===== src/rtl/pipeline_controller_pkg.sv =====
// +--------------------------------------------------------------------------+
// | pipeline_controller_pkg : shared stall/sequencer definitions  (rev 1.0)  |
// +--------------------------------------------------------------------------+
`default_nettype none

package pipeline_controller_pkg;

  localparam int STALL_WIDTH  = 6;
  localparam int STALL_PC     = 0;
  localparam int STALL_IF_ID  = 1;
  localparam int STALL_ID_EX  = 2;
  localparam int STALL_EX_MEM = 3;
  localparam int STALL_MEM_WB = 4;
  localparam int STALL_WB     = 5;

  typedef enum logic [1:0] {
    SEQ_IDLE = 2'b00,
    SEQ_BUSY = 2'b01,
    SEQ_DONE = 2'b10
  } seq_state_t;

  localparam logic RESET_ENABLE  = 1'b0;
  localparam logic WRITE_DISABLE = 1'b0;

  // Operator/category loaded into ID/EX when a bubble is inserted.
  localparam logic [3:0] NOP_OPERATOR = 4'd0;
  localparam logic [2:0] NOP_CATEGORY = 3'd0;

  // Hold every stage from the PC up to and including 'last'.
  function automatic logic [STALL_WIDTH-1:0] stall_through(input int last);
    logic [STALL_WIDTH-1:0] v;
    v = '0;
    for (int b = 0; b < STALL_WIDTH; b++) begin
      if (b <= last) v[b] = 1'b1;
    end
    return v;
  endfunction

  localparam logic [STALL_WIDTH-1:0] STALL_NONE     = '0;
  localparam logic [STALL_WIDTH-1:0] STALL_EX_HOLD  = stall_through(STALL_EX_MEM);
  localparam logic [STALL_WIDTH-1:0] STALL_LOAD_USE = stall_through(STALL_ID_EX);

endpackage

`default_nettype wire


===== src/rtl/pipeline_controller_if.sv =====
// +--------------------------------------------------------------------------+
// | pipeline_controller_if : hazard requests in, stall/flush controls out    |
// | rev 1.0                                                                  |
// +--------------------------------------------------------------------------+
`default_nettype none

interface pipeline_controller_if;
  import pipeline_controller_pkg::*;

  logic                   id_stall_request;
  logic                   ex_multi_cycle_start;
  logic                   ex_multi_cycle_cancel;
  logic                   flush;
  logic [STALL_WIDTH-1:0] stall;
  logic                   flush_out;
  logic                   id_ex_bubble;
  logic                   ex_multi_cycle_busy;
  logic                   ex_multi_cycle_done;

  // Pipeline side: raises hazards, consumes controls.
  modport master (
    output id_stall_request, ex_multi_cycle_start, ex_multi_cycle_cancel, flush,
    input  stall, flush_out, id_ex_bubble, ex_multi_cycle_busy, ex_multi_cycle_done
  );

  modport slave (
    input  id_stall_request, ex_multi_cycle_start, ex_multi_cycle_cancel, flush,
    output stall, flush_out, id_ex_bubble, ex_multi_cycle_busy, ex_multi_cycle_done
  );

endinterface

`default_nettype wire


===== src/rtl/pipeline_controller_sequencer.sv =====
// +--------------------------------------------------------------------------+
// | multi_cycle_sequencer : IDLE/BUSY/DONE hold sequencer for EX ops (r1.0)  |
// +--------------------------------------------------------------------------+
`default_nettype none

module multi_cycle_sequencer
  import pipeline_controller_pkg::*;
#(
  parameter int MULTI_CYCLE_LATENCY = 32,
  parameter int COUNTER_WIDTH       = 6
) (
  input  logic clock,
  input  logic reset,
  input  logic start,
  input  logic cancel,
  input  logic flush,
  output logic busy,
  output logic done,
  output logic ex_stall
);

  localparam logic [COUNTER_WIDTH-1:0] COUNT_LOAD = COUNTER_WIDTH'(MULTI_CYCLE_LATENCY - 1);

  if (MULTI_CYCLE_LATENCY < 1) begin : g_latency_check
    $error("MULTI_CYCLE_LATENCY must be at least 1");
  end
  if ((64'd1 << COUNTER_WIDTH) <= 64'(MULTI_CYCLE_LATENCY)) begin : g_width_check
    $error("COUNTER_WIDTH too small for MULTI_CYCLE_LATENCY");
  end

  seq_state_t               state, state_next;
  logic [COUNTER_WIDTH-1:0] count, count_next;

  always_ff @(posedge clock) begin
    if (reset == RESET_ENABLE) begin
      state <= SEQ_IDLE;
      count <= '0;
    end else begin
      state <= state_next;
      count <= count_next;
    end
  end

  always_comb begin
    state_next = state;
    count_next = count;
    busy       = 1'b0;
    done       = 1'b0;
    ex_stall   = 1'b0;
    case (state)
      SEQ_IDLE: begin
        // Stall already in the accepting cycle so ID/EX is frozen from t on.
        if (start && !flush) begin
          state_next = SEQ_BUSY;
          count_next = COUNT_LOAD;
          ex_stall   = 1'b1;
        end
      end
      SEQ_BUSY: begin
        busy     = 1'b1;
        ex_stall = 1'b1;
        if (flush || cancel) begin
          state_next = SEQ_IDLE;
          count_next = '0;
        end else if (count == '0) begin
          state_next = SEQ_DONE;
        end else begin
          count_next = count - 1'b1;
        end
      end
      SEQ_DONE: begin
        done       = 1'b1;
        state_next = SEQ_IDLE;
      end
      default: begin
        state_next = SEQ_IDLE;
        count_next = '0;
      end
    endcase
  end

endmodule

`default_nettype wire


===== src/rtl/pipeline_controller.sv =====
// +--------------------------------------------------------------------------+
// | pipeline_controller : stall/flush priority mux for the 5-stage pipe r1.0 |
// +--------------------------------------------------------------------------+
`default_nettype none

module pipeline_controller
  import pipeline_controller_pkg::*;
#(
  parameter int MULTI_CYCLE_LATENCY = 32,
  parameter int COUNTER_WIDTH       = 6
) (
  input  logic                  clock,
  input  logic                  reset,
  pipeline_controller_if.slave  ctl
);

  logic ex_stall;

  multi_cycle_sequencer #(
    .MULTI_CYCLE_LATENCY (MULTI_CYCLE_LATENCY),
    .COUNTER_WIDTH       (COUNTER_WIDTH)
  ) u_sequencer (
    .clock    (clock),
    .reset    (reset),
    .start    (ctl.ex_multi_cycle_start),
    .cancel   (ctl.ex_multi_cycle_cancel),
    .flush    (ctl.flush),
    .busy     (ctl.ex_multi_cycle_busy),
    .done     (ctl.ex_multi_cycle_done),
    .ex_stall (ex_stall)
  );

  // Flush beats an EX hold, which in turn masks a load-use request.
  always_comb begin
    ctl.stall        = STALL_NONE;
    ctl.flush_out    = 1'b0;
    ctl.id_ex_bubble = 1'b0;
    if (ctl.flush) begin
      ctl.flush_out = 1'b1;
    end else if (ex_stall) begin
      ctl.stall = STALL_EX_HOLD;
    end else if (ctl.id_stall_request) begin
      ctl.stall        = STALL_LOAD_USE;
      ctl.id_ex_bubble = 1'b1;
    end
  end

endmodule

`default_nettype wire


===== src/flat_wrapper.sv =====
// flat-port wrapper written by rule: the top's interface ports become plain ports
module pipeline_controller_flat import pipeline_controller_pkg::*;
#(
  parameter int MULTI_CYCLE_LATENCY = 32,
  parameter int COUNTER_WIDTH       = 6
)
  (clock, reset, ctl_id_stall_request, ctl_ex_multi_cycle_start, ctl_ex_multi_cycle_cancel, ctl_flush, ctl_stall, ctl_flush_out, ctl_id_ex_bubble, ctl_ex_multi_cycle_busy, ctl_ex_multi_cycle_done);
  pipeline_controller_if ctl_i ();
  input  logic clock;
  input  logic reset;
  input wire logic [$bits(ctl_i.id_stall_request)-1:0] ctl_id_stall_request;
  input wire logic [$bits(ctl_i.ex_multi_cycle_start)-1:0] ctl_ex_multi_cycle_start;
  input wire logic [$bits(ctl_i.ex_multi_cycle_cancel)-1:0] ctl_ex_multi_cycle_cancel;
  input wire logic [$bits(ctl_i.flush)-1:0] ctl_flush;
  output wire logic [$bits(ctl_i.stall)-1:0] ctl_stall;
  output wire logic [$bits(ctl_i.flush_out)-1:0] ctl_flush_out;
  output wire logic [$bits(ctl_i.id_ex_bubble)-1:0] ctl_id_ex_bubble;
  output wire logic [$bits(ctl_i.ex_multi_cycle_busy)-1:0] ctl_ex_multi_cycle_busy;
  output wire logic [$bits(ctl_i.ex_multi_cycle_done)-1:0] ctl_ex_multi_cycle_done;
  assign ctl_i.id_stall_request = ctl_id_stall_request;
  assign ctl_i.ex_multi_cycle_start = ctl_ex_multi_cycle_start;
  assign ctl_i.ex_multi_cycle_cancel = ctl_ex_multi_cycle_cancel;
  assign ctl_i.flush = ctl_flush;
  assign ctl_stall = ctl_i.stall;
  assign ctl_flush_out = ctl_i.flush_out;
  assign ctl_id_ex_bubble = ctl_i.id_ex_bubble;
  assign ctl_ex_multi_cycle_busy = ctl_i.ex_multi_cycle_busy;
  assign ctl_ex_multi_cycle_done = ctl_i.ex_multi_cycle_done;
  pipeline_controller #(.MULTI_CYCLE_LATENCY(MULTI_CYCLE_LATENCY), .COUNTER_WIDTH(COUNTER_WIDTH)) u_core (.clock(clock), .reset(reset), .ctl(ctl_i));
endmodule

===== config.mk =====
export PLATFORM = sky130hd
export DESIGN_NAME = pipeline_controller_flat
export DESIGN_NICKNAME = d
export VERILOG_FILES = /design/src/rtl/pipeline_controller_pkg.sv /design/src/rtl/pipeline_controller_if.sv /design/src/rtl/pipeline_controller_sequencer.sv /design/src/rtl/pipeline_controller.sv /design/src/flat_wrapper.sv
export SDC_FILE = /design/constraint.sdc
export NUM_CORES = 1
export LEC_CHECK = 0
export BUFFER_PORTS_ARGS = -buffer_cell sky130_fd_sc_hd__buf_2
export CORE_MARGIN = 5
export CORE_UTILIZATION = 30
export CTS_CLUSTER_DIAMETER = 100
export DETAILED_ROUTE_END_ITERATION = 6
export GPL_TIMING_DRIVEN = 0
export PLACE_DENSITY_LB_ADDON = 0.08
export SLEW_MARGIN = 25
export SYNTH_ARGS = -nofsm -noshare
export SYNTH_HDL_FRONTEND = slang
export SYNTH_SLANG_ARGS = --single-unit

===== constraint.sdc =====
create_clock -name clock -period 2 [get_ports clock]
set_clock_uncertainty 0.05 [all_clocks]
set_input_delay 0 -clock clock [delete_from_list [all_inputs] [get_ports clock]]
set_output_delay 0 -clock clock [all_outputs]
set_load 0.01 [all_outputs]

==> run summary <==
The run finished with clean final reports. At the later pin of the worst-skew pair, clock insertion delay measures 0.26 ns. The number of antenna diodes in the final layout is 0.

The layout has 208 filler cells. In this run, the number of DRC markers left after iteration 0 of detailed routing was 8. TritonCTS built the clock tree. The initial utilization of the core area, before any placement, comes to 30.7%. The buffer depth of the longest clock path was 2. After global routing the overflow that remains totals 0. Detailed placement finished with a half-perimeter wire length of 1020 µm.

At the worst endpoint, the required time is 2.09 ns. The top fanout value on the critical path was 6. The worst hold-check path type is in -> reg. The number of hold violations in the final report was 0. Global routing used 10.6% of the available tracks across all layers. In this run switching power makes up 31.7% of total power. The number of placed instances, taps included, is 111. Clock-pin slew was measured on the worst setup and hold paths at 0.06 ns. The tools report the power spent charging and discharging nets as 142 µW.

The largest area contributor in the netlist was sky130_fd_sc_hd__dfxtp_1. The final estimated routing congestion in global placement came out at 0.756. Summed instance area of the synthesized netlist: 584 µm². Among all flip-flop cells after synthesis, the most frequent one is sky130_fd_sc_hd__dfxtp_1.

The per-cell routed wire length is 11.2 µm. Counting distinct cell types in the post-synthesis netlist gives 33. For the combinational share of power, the log shows 30.9%. The number of nets in the layout came out at 97. Sorting the synthesized cells by area gives the leading types as sky130_fd_sc_hd__dfxtp_1, sky130_fd_sc_hd__buf_4, sky130_fd_sc_hd__nor2_1. Cells with a size suffix above 1 make up 34.1% of the layout. For this run, design rule violations remaining after detail routing come to 0. The number of max-capacitance violations reported was 0. In the global route stage, met1 resource usage came out at 13.4%. The horizontal die dimension was 54.1 µm; the power share of the sequential group was 41.1%. Number of global-route vias before repair: 472. The fmax is 539 MHz, and the worst relative slew slack is 52.9%.

Excluding fillers, the count of instances in the completed layout stands at 115. The total wire length after detailed routing was 1290 µm. Internal power comes to 305 µW.

The setup total negative slack came out at 0 ns. Entering global routing, the biggest net connects 11 pins. The tools report the number of antenna violations at the first check in global routing as 0. The sequential cell area fraction in the yosys report was 27.4%.

The final instance area is 736 µm², and the post-detailed-route via-to-cell ratio is 4.86. The number of synthesized register bits was 8. The clock net in this run drives a total of 8 sinks.

For this run, the share of the core covered by cells in the final layout is 38.7%. In the global route stage, met3 resource usage came out at 3.32%. The root buffer cell chosen for the clock tree is sky130_fd_sc_hd__clkbuf_4.

For the number of vias in the routed layout, the log shows 559. STA classifies the critical path startpoint as a register. After synthesis, the most frequently instantiated cells are sky130_fd_sc_hd__dfxtp_1, sky130_fd_sc_hd__nor2_1, sky130_fd_sc_hd__buf_4, sky130_fd_sc_hd__inv_1. Per report_power, the clock group accounts for 28.0% of the total.

For the worst-case hold slack, the log shows 0.0772 ns. Once placement finished, the instance area stood at 687 µm². Summing all multi-input logic gate instances after layout gives 369 µm². The post-synthesis async set-or-reset flop share is 0%, and the leakage power of the design is 0.000313 µW. In the synthesized netlist, the number of instances is 70. The global routing stage identified its most utilized layer as met2. Critical path endpoint category: a register. Clock buffer count from CTS: 3. The tools report the maximum VDD drop as 0.351 mV. The total die area was 0.00293 mm².

The first detailed-routing pass took 4 iterations. The power density normalized to cell area is 607 mW/mm², and the area added between synthesis and finish is 25.9%. The routing usage on met2 was 14.9%; the number of antenna-violating nets in the routed design was 0. The maximum level of the CTS H-tree is 1, and the port buffer count is 13. The routed design could run at a clock period as short as 1.85 ns. Setup violations remaining at the end of the flow were counted as 0.

The category of the most critical setup path was reg -> reg. Setup repair after global routing left no endpoint under its margin. From bottom edge to top edge, the die measures 54.1 µm. Registers take 160 µm².

For the pin with the worst max-slew slack, the measured transition is 0.696 ns. The synthesized design devotes to its leading area cell type 27.4% of total area. The tools report the final number of max-transition violations as 0. STA puts the critical path data arrival time at 1.94 ns. The core region is 0.00190 mm². The count of flip-flops with a built-in enable after synthesis is 0, and the first-pass GRT wire length is 2170 µm. The ratio of final minimum period to clock period works out to 92.7%.

The average footprint of a synthesized cell is 8.35 µm², and the count of boundary I/O pins is 16. Yosys printed 0 warnings. The floorplan has 16 rows.
per-stage QoR:
stage / setup slack, ns / total power, µW
after global routing: 0.0409 / 481
after global placement: 0.00784 / 315
after detailed placement: 0.0105 / 314
after floorplan: 0.209 / 278
after CTS: 0.00474 / 446
final: 0.146 / 447
state kept, by name (all words and copies together) (netlist names):
register,cells
u_core.u_sequencer.state,2
u_core.u_sequencer.count,6
area by class of cell:
cell class              count  area share (%)
plain buffers               7            7.65
clock buffers               3            3.06
inverters                   5            2.55
multi-input cells          51            50.2
flip-flops and latches      8            21.8
well taps                  27            4.59
repair buffers             14            10.2
timing repair:
item                       in CTS  in global routing
setup buffers                   0                  0
setup endpoints to repair       0                  4
gates resized for setup         0                  4
hold buffers                    1                  0
hold endpoints to repair        2                  0
kinds of logic (layout without fill, tap and decap cells):
kind of cell | count (synthesis) | in the layout | share of synthesized area [%]
AND/OR/NAND/NOR | 30 | 30 | 29.1
AO/OA/AOI/OAI | 18 | 18 | 27.8
buffers and inverters | 12 | 29 | 12.8
flip-flops | 8 | 8 | 27.4
adder cells (fa/ha/maj) | 1 | 1 | 2.14
other | 1 | 2 | 0.642
cell usage in the layout, fill, tap and decap left out, types with 3 or more instances in the layout:
cell,count
sky130_fd_sc_hd__dfxtp_1,8
sky130_fd_sc_hd__inv_1,4
sky130_fd_sc_hd__nand2_1,4
sky130_fd_sc_hd__buf_2,13
sky130_fd_sc_hd__clkbuf_4,3
sky130_fd_sc_hd__buf_4,6
sky130_fd_sc_hd__nor2_1,8
sky130_fd_sc_hd__o21ai_0,4
sky130_fd_sc_hd__nor3_1,4
power groups by stage:
stage	registers, µW	clock network (µW)	logic (µW)
after floorplan	183	0	94.9
after global placement	186	0	129
after detailed placement	186	0	128
after CTS	182	134	130
after global routing	184	142	155
final	184	125	138
path summary, 6_finish.rpt:
path                                       startpoint                                        to  slack (ns)  depth (start not counted)
max          u_core.u_sequencer.count[1]$_SDFFE_PN0P_  u_core.u_sequencer.count[1]$_SDFFE_PN0P_        0.15                          6
min                         ctl_ex_multi_cycle_cancel  u_core.u_sequencer.state[1]$_SDFFE_PN0P_        0.08                          4
max reg2reg  u_core.u_sequencer.count[1]$_SDFFE_PN0P_  u_core.u_sequencer.count[1]$_SDFFE_PN0P_        0.15                          6
min reg2reg  u_core.u_sequencer.count[4]$_SDFFE_PN0P_  u_core.u_sequencer.count[4]$_SDFFE_PN0P_        0.48                          2
worst max-delay path, cell delays in order (launching register included):
cell and delay (ns):
sky130_fd_sc_hd__dfxtp_1 0.30, sky130_fd_sc_hd__inv_1 0.11, sky130_fd_sc_hd__ha_4 0.18, sky130_fd_sc_hd__or4b_4 0.50, sky130_fd_sc_hd__o32ai_4 0.37, sky130_fd_sc_hd__nand2_1 0.09, sky130_fd_sc_hd__o311a_2 0.14
metal layers:
layer	up-vias	wire [µm]
met4	0	23
met3	4	50
met2	11	616
met1	257	597
li1	287	-
met5	-	0
(Power assumes the default switching activity.)
